--- config.mk ---
export PLATFORM = sky130hd
export DESIGN_NAME = brew_sequencer_flat
export DESIGN_NICKNAME = d
export VERILOG_FILES = /design/src/rtl/brew_sequencer_pkg.sv /design/src/rtl/brew_sequencer_if.sv /design/src/rtl/brew_sequencer_tick_prescaler.sv /design/src/rtl/brew_sequencer.sv /design/src/flat_wrapper.sv
export SDC_FILE = /design/constraint.sdc
export NUM_CORES = 1
export LEC_CHECK = 0
export ABC_AREA = 1
export CAP_MARGIN = 20
export CORE_MARGIN = 2
export CORE_UTILIZATION = 40
export CTS_CLUSTER_DIAMETER = 30
export DETAILED_ROUTE_END_ITERATION = 16
export SLEW_MARGIN = 5
export SYNTH_ARGS = -nofsm -noshare
export SYNTH_HDL_FRONTEND = slang
export SYNTH_SLANG_ARGS = --single-unit
--- constraint.sdc ---
create_clock -name clock -period 2.95 [get_ports clock]
set_input_delay 0.59 -clock clock [delete_from_list [all_inputs] [get_ports clock]]
set_output_delay 0.59 -clock clock [all_outputs]
set_load 0.005 [all_outputs]
--- src/rtl/brew_sequencer_pkg.sv ---
// Shared types and drink tables for the brew sequencer.
package brew_sequencer_pkg;

  typedef enum logic [2:0] {
    StIdle     = 3'd0,
    StCheck    = 3'd1,
    StReject   = 3'd2,
    StDispense = 3'd3,
    StDone     = 3'd4
  } state_t;

  // Dispense order; the step counter walks this sequence.
  typedef enum logic [2:0] {
    IngWater     = 3'd0,
    IngCoffee    = 3'd1,
    IngSugar     = 3'd2,
    IngMilk      = 3'd3,
    IngChocolate = 3'd4
  } ingredient_t;

  localparam int unsigned NumSteps = 5;
  localparam int unsigned NumTypes = 5;

  // Price per drink type, in units of 100.
  localparam int unsigned PriceTable [NumTypes] = '{1, 2, 3, 4, 3};

  // Seconds per ingredient: water, coffee, sugar, milk, chocolate.
  localparam logic [2:0] RecipeTable [NumTypes][NumSteps] = '{
    '{3'd2, 3'd1, 3'd0, 3'd0, 3'd0},  // americano
    '{3'd2, 3'd1, 3'd1, 3'd0, 3'd0},  // sweet
    '{3'd1, 3'd1, 3'd0, 3'd2, 3'd0},  // latte
    '{3'd1, 3'd1, 3'd0, 3'd1, 3'd2},  // mocha
    '{3'd1, 3'd0, 3'd0, 3'd1, 3'd2}   // chocolate
  };

  function automatic logic type_valid(logic [2:0] t);
    return t < 3'(NumTypes);
  endfunction

endpackage

--- src/rtl/brew_sequencer_if.sv ---
// Order inputs and valve/status outputs of the brew sequencer.
interface brew_sequencer_if #(
  parameter int unsigned CREDIT_W = 4
) ();

  logic [CREDIT_W-1:0] credit;
  logic [2:0]          coffee_type;
  logic                confirm;
  logic                credit_clear;
  logic [CREDIT_W-1:0] change;
  logic                reject;
  logic                busy;
  logic                water;
  logic                coffee;
  logic                sugar;
  logic                milk;
  logic                chocolate;
  logic                finished;
  logic [2:0]          state;

  // Environment side: coin counters, switches, valves, display.
  modport master (
    output credit, coffee_type, confirm,
    input  credit_clear, change, reject, busy, water, coffee, sugar, milk, chocolate,
           finished, state
  );

  // Sequencer side.
  modport slave (
    input  credit, coffee_type, confirm,
    output credit_clear, change, reject, busy, water, coffee, sugar, milk, chocolate,
           finished, state
  );

endinterface

--- src/rtl/brew_sequencer_tick_prescaler.sv ---
// One-cycle tick every TICK_DIV cycles, counted from the last clear.
module brew_sequencer_tick_prescaler #(
  parameter int unsigned TICK_DIV = 50_000_000
) (
  input  logic clock,
  input  logic reset,
  input  logic clear,
  output logic tick
);

  localparam int unsigned CntW = $clog2(TICK_DIV + 1);

  logic [CntW-1:0] cnt_q, cnt_d;
  logic            wrap;

  // Next count: restart on clear or after the last cycle of a period.
  always_comb begin
    wrap  = (cnt_q == CntW'(TICK_DIV - 1));
    cnt_d = (clear || wrap) ? '0 : cnt_q + CntW'(1);
    tick  = wrap;
  end

  // Counter register.
  always_ff @(posedge clock) begin
    if (reset) cnt_q <= '0;
    else       cnt_q <= cnt_d;
  end

endmodule

--- src/rtl/brew_sequencer.sv ---
// Drink order sequencer: credit check, change, timed valve sequence, done hold.
module brew_sequencer
  import brew_sequencer_pkg::*;
#(
  parameter int unsigned TICK_DIV  = 50_000_000,
  parameter int unsigned CREDIT_W  = 4,
  parameter int unsigned DONE_HOLD = 2
) (
  input logic             clock,
  input logic             reset,
  brew_sequencer_if.slave bus
);

  localparam int unsigned SecW = 8;

  state_t              state_q, state_d;
  logic                confirm_q;
  logic [2:0]          type_q, type_d;
  logic [CREDIT_W-1:0] credit_q, credit_d;
  logic [CREDIT_W-1:0] change_q, change_d;
  logic [2:0]          step_q, step_d;
  logic [SecW-1:0]     sec_q, sec_d;

  logic                tick, presc_clear;
  logic                conf_edge, accept, phase_last, valve_on;
  logic [2:0]          type_idx, cur_dur;
  logic [CREDIT_W-1:0] price;
  logic [SecW-1:0]     limit;

  brew_sequencer_tick_prescaler #(
    .TICK_DIV(TICK_DIV)
  ) u_prescaler (
    .clock(clock),
    .reset(reset),
    .clear(presc_clear),
    .tick (tick)
  );

  // Decode latched order: price, current step duration, end of current second-count.
  always_comb begin
    conf_edge  = bus.confirm & ~confirm_q;
    type_idx   = type_valid(type_q) ? type_q : 3'd0;
    price      = CREDIT_W'(PriceTable[type_idx]);
    accept     = type_valid(type_q) && (credit_q >= price);
    cur_dur    = RecipeTable[type_idx][step_q];
    limit      = (state_q == StDone) ? SecW'(DONE_HOLD) : SecW'(cur_dur);
    phase_last = tick && (sec_q == limit - SecW'(1));
  end

  // State and datapath registers.
  always_ff @(posedge clock) begin
    if (reset) begin
      state_q   <= StIdle;
      confirm_q <= 1'b0;
      type_q    <= '0;
      credit_q  <= '0;
      change_q  <= '0;
      step_q    <= '0;
      sec_q     <= '0;
    end else begin
      state_q   <= state_d;
      confirm_q <= bus.confirm;
      type_q    <= type_d;
      credit_q  <= credit_d;
      change_q  <= change_d;
      step_q    <= step_d;
      sec_q     <= sec_d;
    end
  end

  // Next-state and datapath updates; the prescaler is restarted on every phase entry.
  always_comb begin
    state_d     = state_q;
    type_d      = type_q;
    credit_d    = credit_q;
    change_d    = change_q;
    step_d      = step_q;
    sec_d       = sec_q;
    presc_clear = 1'b0;
    unique case (state_q)
      StIdle: begin
        if (conf_edge) begin
          state_d  = StCheck;
          type_d   = bus.coffee_type;
          credit_d = bus.credit;
        end
      end
      StCheck: begin
        presc_clear = 1'b1;
        sec_d       = '0;
        if (accept) begin
          state_d  = StDispense;
          step_d   = '0;
          change_d = credit_q - price;
        end else begin
          state_d = StReject;
        end
      end
      StReject: state_d = StIdle;
      StDispense: begin
        // A zero-length step still takes one cycle.
        if (cur_dur == 3'd0 || phase_last) begin
          presc_clear = 1'b1;
          sec_d       = '0;
          if (step_q == 3'(NumSteps - 1)) state_d = StDone;
          else                            step_d  = step_q + 3'd1;
        end else if (tick) begin
          sec_d = sec_q + SecW'(1);
        end
      end
      StDone: begin
        if (phase_last) begin
          state_d  = StIdle;
          change_d = '0;
        end else if (tick) begin
          sec_d = sec_q + SecW'(1);
        end
      end
      default: state_d = StIdle;
    endcase
  end

  // Moore outputs from registered state and step.
  always_comb begin
    valve_on         = (state_q == StDispense) && (cur_dur != 3'd0);
    bus.credit_clear = (state_q == StCheck) && accept;
    bus.change       = change_q;
    bus.reject       = (state_q == StReject);
    bus.busy         = (state_q != StIdle);
    bus.water        = valve_on && (step_q == 3'(IngWater));
    bus.coffee       = valve_on && (step_q == 3'(IngCoffee));
    bus.sugar        = valve_on && (step_q == 3'(IngSugar));
    bus.milk         = valve_on && (step_q == 3'(IngMilk));
    bus.chocolate    = valve_on && (step_q == 3'(IngChocolate));
    bus.finished     = (state_q == StDone);
    bus.state        = state_q;
  end

endmodule
--- src/flat_wrapper.sv ---
// flat-port wrapper written by rule: the top's interface ports become plain ports
module brew_sequencer_flat import brew_sequencer_pkg::*;
#(
  parameter int unsigned TICK_DIV  = 50_000_000,
  parameter int unsigned CREDIT_W  = 4,
  parameter int unsigned DONE_HOLD = 2
)
  (clock, reset, bus_credit, bus_coffee_type, bus_confirm, bus_credit_clear, bus_change, bus_reject, bus_busy, bus_water, bus_coffee, bus_sugar, bus_milk, bus_chocolate, bus_finished, bus_state);
  brew_sequencer_if #(.CREDIT_W(CREDIT_W)) bus_i ();
  input logic clock;
  input logic reset;
  input wire logic [$bits(bus_i.credit)-1:0] bus_credit;
  input wire logic [$bits(bus_i.coffee_type)-1:0] bus_coffee_type;
  input wire logic [$bits(bus_i.confirm)-1:0] bus_confirm;
  output wire logic [$bits(bus_i.credit_clear)-1:0] bus_credit_clear;
  output wire logic [$bits(bus_i.change)-1:0] bus_change;
  output wire logic [$bits(bus_i.reject)-1:0] bus_reject;
  output wire logic [$bits(bus_i.busy)-1:0] bus_busy;
  output wire logic [$bits(bus_i.water)-1:0] bus_water;
  output wire logic [$bits(bus_i.coffee)-1:0] bus_coffee;
  output wire logic [$bits(bus_i.sugar)-1:0] bus_sugar;
  output wire logic [$bits(bus_i.milk)-1:0] bus_milk;
  output wire logic [$bits(bus_i.chocolate)-1:0] bus_chocolate;
  output wire logic [$bits(bus_i.finished)-1:0] bus_finished;
  output wire logic [$bits(bus_i.state)-1:0] bus_state;
  assign bus_i.credit = bus_credit;
  assign bus_i.coffee_type = bus_coffee_type;
  assign bus_i.confirm = bus_confirm;
  assign bus_credit_clear = bus_i.credit_clear;
  assign bus_change = bus_i.change;
  assign bus_reject = bus_i.reject;
  assign bus_busy = bus_i.busy;
  assign bus_water = bus_i.water;
  assign bus_coffee = bus_i.coffee;
  assign bus_sugar = bus_i.sugar;
  assign bus_milk = bus_i.milk;
  assign bus_chocolate = bus_i.chocolate;
  assign bus_finished = bus_i.finished;
  assign bus_state = bus_i.state;
  brew_sequencer #(.TICK_DIV(TICK_DIV), .CREDIT_W(CREDIT_W), .DONE_HOLD(DONE_HOLD)) u_core (.clock(clock), .reset(reset), .bus(bus_i));
endmodule
==> impl_metrics.csv <==
group,metric,value,unit
cts,ctsLongestPathBuffers,2,
power,vdd_ir_drop_max,0.454,mV
die,die_y,94.5,um
route,drc,0,
die,io-pin-count,26,
layout,area_growth,30.5,%
setup_path,worstPathMaxFanout,2,
power,p_comb_frac,0.515,
setup_path,rr_startpoint,"u_core.type_q[1]",
layout,drive_gt1_frac,0.278,
power,leakage,1.68,nW
place,dp_cells,621,
cts,cts_tree,"done",
setup_path,crit_path_start_kind,"flop",
synth,syn-num-nets,497,
sta,tns,-10.3,ps
min_path,hold_path.startpoint,"u_core.credit_q[0]",
die,die_area,8940,um^2
synth,synth_top_area_share,0.318,
route,routedWlPerCell,11.9,um
layout,final_common_cell,"nand2_1",
cts,cts.sink_count,52,
sta,rsz0062_at_grt,"true",
synth,ys_types,36,
die,start_util,0.405,
synth,seq_area_frac_synth,0.318,
setup_path,crit_arrival,2370,ps
setup_path,crit_start,"u_core.type_q[1]",
setup_path,required,2360,ps
run,drv_cap,0,
synth,yosysTopAreaCell,"dfxtp_1",
synth,ys_top_cells_by_area,"dfxtp_1 32%, nand2_1 11%, inv_1 8.0%",
sta,hold_viol_final,0,
power,clkPwrFrac,0.163,
layout,fin_cells,641,
global_routing,grt_overflow_total,0,
die,rows,33,
place,io_buffers,25,
route,wirelength,7.64,mm
global_routing,antenna_found_initial,0,
sta,setup_viol,1,
sta,min_period,2960,ps
global_routing,grt_pass1_vias,2964,
route,ant_nets,0,
setup_path,path_class,"reg2out",
power,swShare,0.385,
sta,slew_viol_final,0,
route,vias,3100,
sta,worst_slack,-10.3,ps
status,status,"finished with violations",
cts,htreeDepth,2,
synth,synth_cells,472,
synth,async_reset_ff_frac,0,
synth,synth_enable_flop_cells,0,
die,core_area,8090,um^2
sta,fin_crit_sh,1.00,
layout,antenna_cells,0,
cts,postCtsHoldBufs,0,
synth,syn_avg_cell_area,6.95,um^2
sta,hold_ws,473,ps
synth,synthFlopType,"dfxtp_1",
global_routing,grt_first_pass_wirelength,12.8,mm
place,dp_hpwl,5.41,mm
power,power_frac_seq,0.322,
setup_path,worstSetupEndpointType,"output pin",
sta,max_clock_freq,338,MHz
cts,clock_latency,320,ps
place,place_ws,-299,ps
route,drt_pass1_iterations,4,
global_routing,grt_max_degree,17,
cts,cts_made_buffers,5,
sta,relSlewSlack,0.623,
layout,layout_common_cells,"93 x nand2_1, 62 x nor2_1, 61 x inv_1",
global_routing,grt_use_total,0.175,
power,power_switching,0.999,mW
cts,cts_root_buffer,"clkbuf_8",
sta,worst_pin_slew,565,ps
route,via_per_inst,4.84,
cts,clk_pin_slew_worst_paths,100,ps
die,die_w,94.5,um
layout,nets,560,
synth,synthesis.area,3280,um^2
status,failed_checks,"negative setup slack",
route,drt_iter0_drc,136,
min_path,hold_class,"reg2reg",
synth,synth_warnings,0,
layout,post-route-util,0.528,
power,cellPowerDensity,607,nW/um^2
sta,fin_worst_skew,21.2,ps
synth,ys_ff_latch,52,
power,p_int,1.59,mW
place,gp_congestion,0.857,
-- cell usage after synthesis, drive strengths merged, types with 5 or more instances --
cell type and number:
nand2 108, nor2 83, inv 74, dfxtp 52
nand3 35, a21oi 30, nand4 16, o21ai 16
ha 14, nor3 14, xor2 6, xnor2 5
-- critical path, stage by stage (launching register included) --
cell	delay, ps
dfxtp_2	370
nor2_4	50
nor2_4	110
inv_2	40
nand2_2	80
inv_2	60
ha_4	260
nand2_4	50
fa_2	380
or2_4	240
a41oi_2	150
nand2_1	100
inv_2	60
buf_2	100
-- sequential cells by signal, indices dropped and copies added, names as in the netlist --
| signal | flops |
|---|---|
| u_core.u_prescaler.cnt_q | 26 |
| u_core.credit_q | 4 |
| u_core.bus.change | 4 |
| u_core.bus.state | 3 |
| u_core.step_q | 3 |
| u_core.confirm_q | 1 |
| u_core.type_q | 3 |
| u_core.sec_q | 8 |
-- power groups by stage --
stage	Clock, mW	Combinational [mW]	Sequential [mW]
floorplan	0	0.652	0.843
global placement	0	1.02	0.844
detailed placement	0	1.02	0.844
CTS	0.441	1.13	0.831
global route	0.465	1.48	0.845
finish	0.423	1.34	0.834
-- metrics by stage --
| stage | instance area, um^2 | total power, mW |
|---|---|---|
| global route | 4280 | 2.79 |
| CTS | 4050 | 2.41 |
| finish | 4280 | 2.59 |
| detailed placement | 3820 | 1.87 |
| global placement | 3820 | 1.86 |
| floorplan | 3280 | 1.50 |
-- metal layers --
metal  up-vias  GRT usage  wire (um)
li1       1627          -          -
met1      1425      0.227       3720
met2        41      0.303       3620
met3         7     0.0319        218
met4         0     0.0362         72
met5         -          0          0
-- area by class of cell --
type | count | area (um^2)
Clock buffer | 6 | 72.6
Clock inverter | 2 | 13.8
Inverter | 74 | 280
Tap cell | 105 | 131
Multi-Input combinational cell | 340 | 2130
Sequential cell | 52 | 1040
Timing Repair Buffer | 62 | 607
Fill cell | 807 | 3820
-- path summary, 6_finish.rpt --
| check | end | slack, ps | depth (start not counted) |
|---|---|---|---|
| worst max-delay path | bus_credit_clear | -10 | 13 |
| worst min-delay path | u_core.credit_q[0] | 470 | 2 |
| worst max register to register | u_core.bus.change[1] | 60 | 25 |
| worst min register to register | u_core.credit_q[0] | 470 | 2 |
-- logic make-up after synthesis --
| logic type | count (synthesis) | synth area share |
|---|---|---|
| AO/OA/AOI/OAI | 51 | 0.0924 |
| XOR/XNOR | 11 | 0.0294 |
| adder cells (fa/ha/maj) | 15 | 0.0595 |
| buffers and inverters | 80 | 0.101 |
| flip-flops | 52 | 0.318 |
| AND/OR/NAND/NOR | 263 | 0.400 |
-- timing repair --
item                       in CTS  in global routing
gates resized for setup        27                 61
setup endpoints to repair      43                 50
pin swaps                       6                 26
cloned                          1                  1
buffers inserted                6                  5
Note: power is estimated with default switching activity, not from simulation.
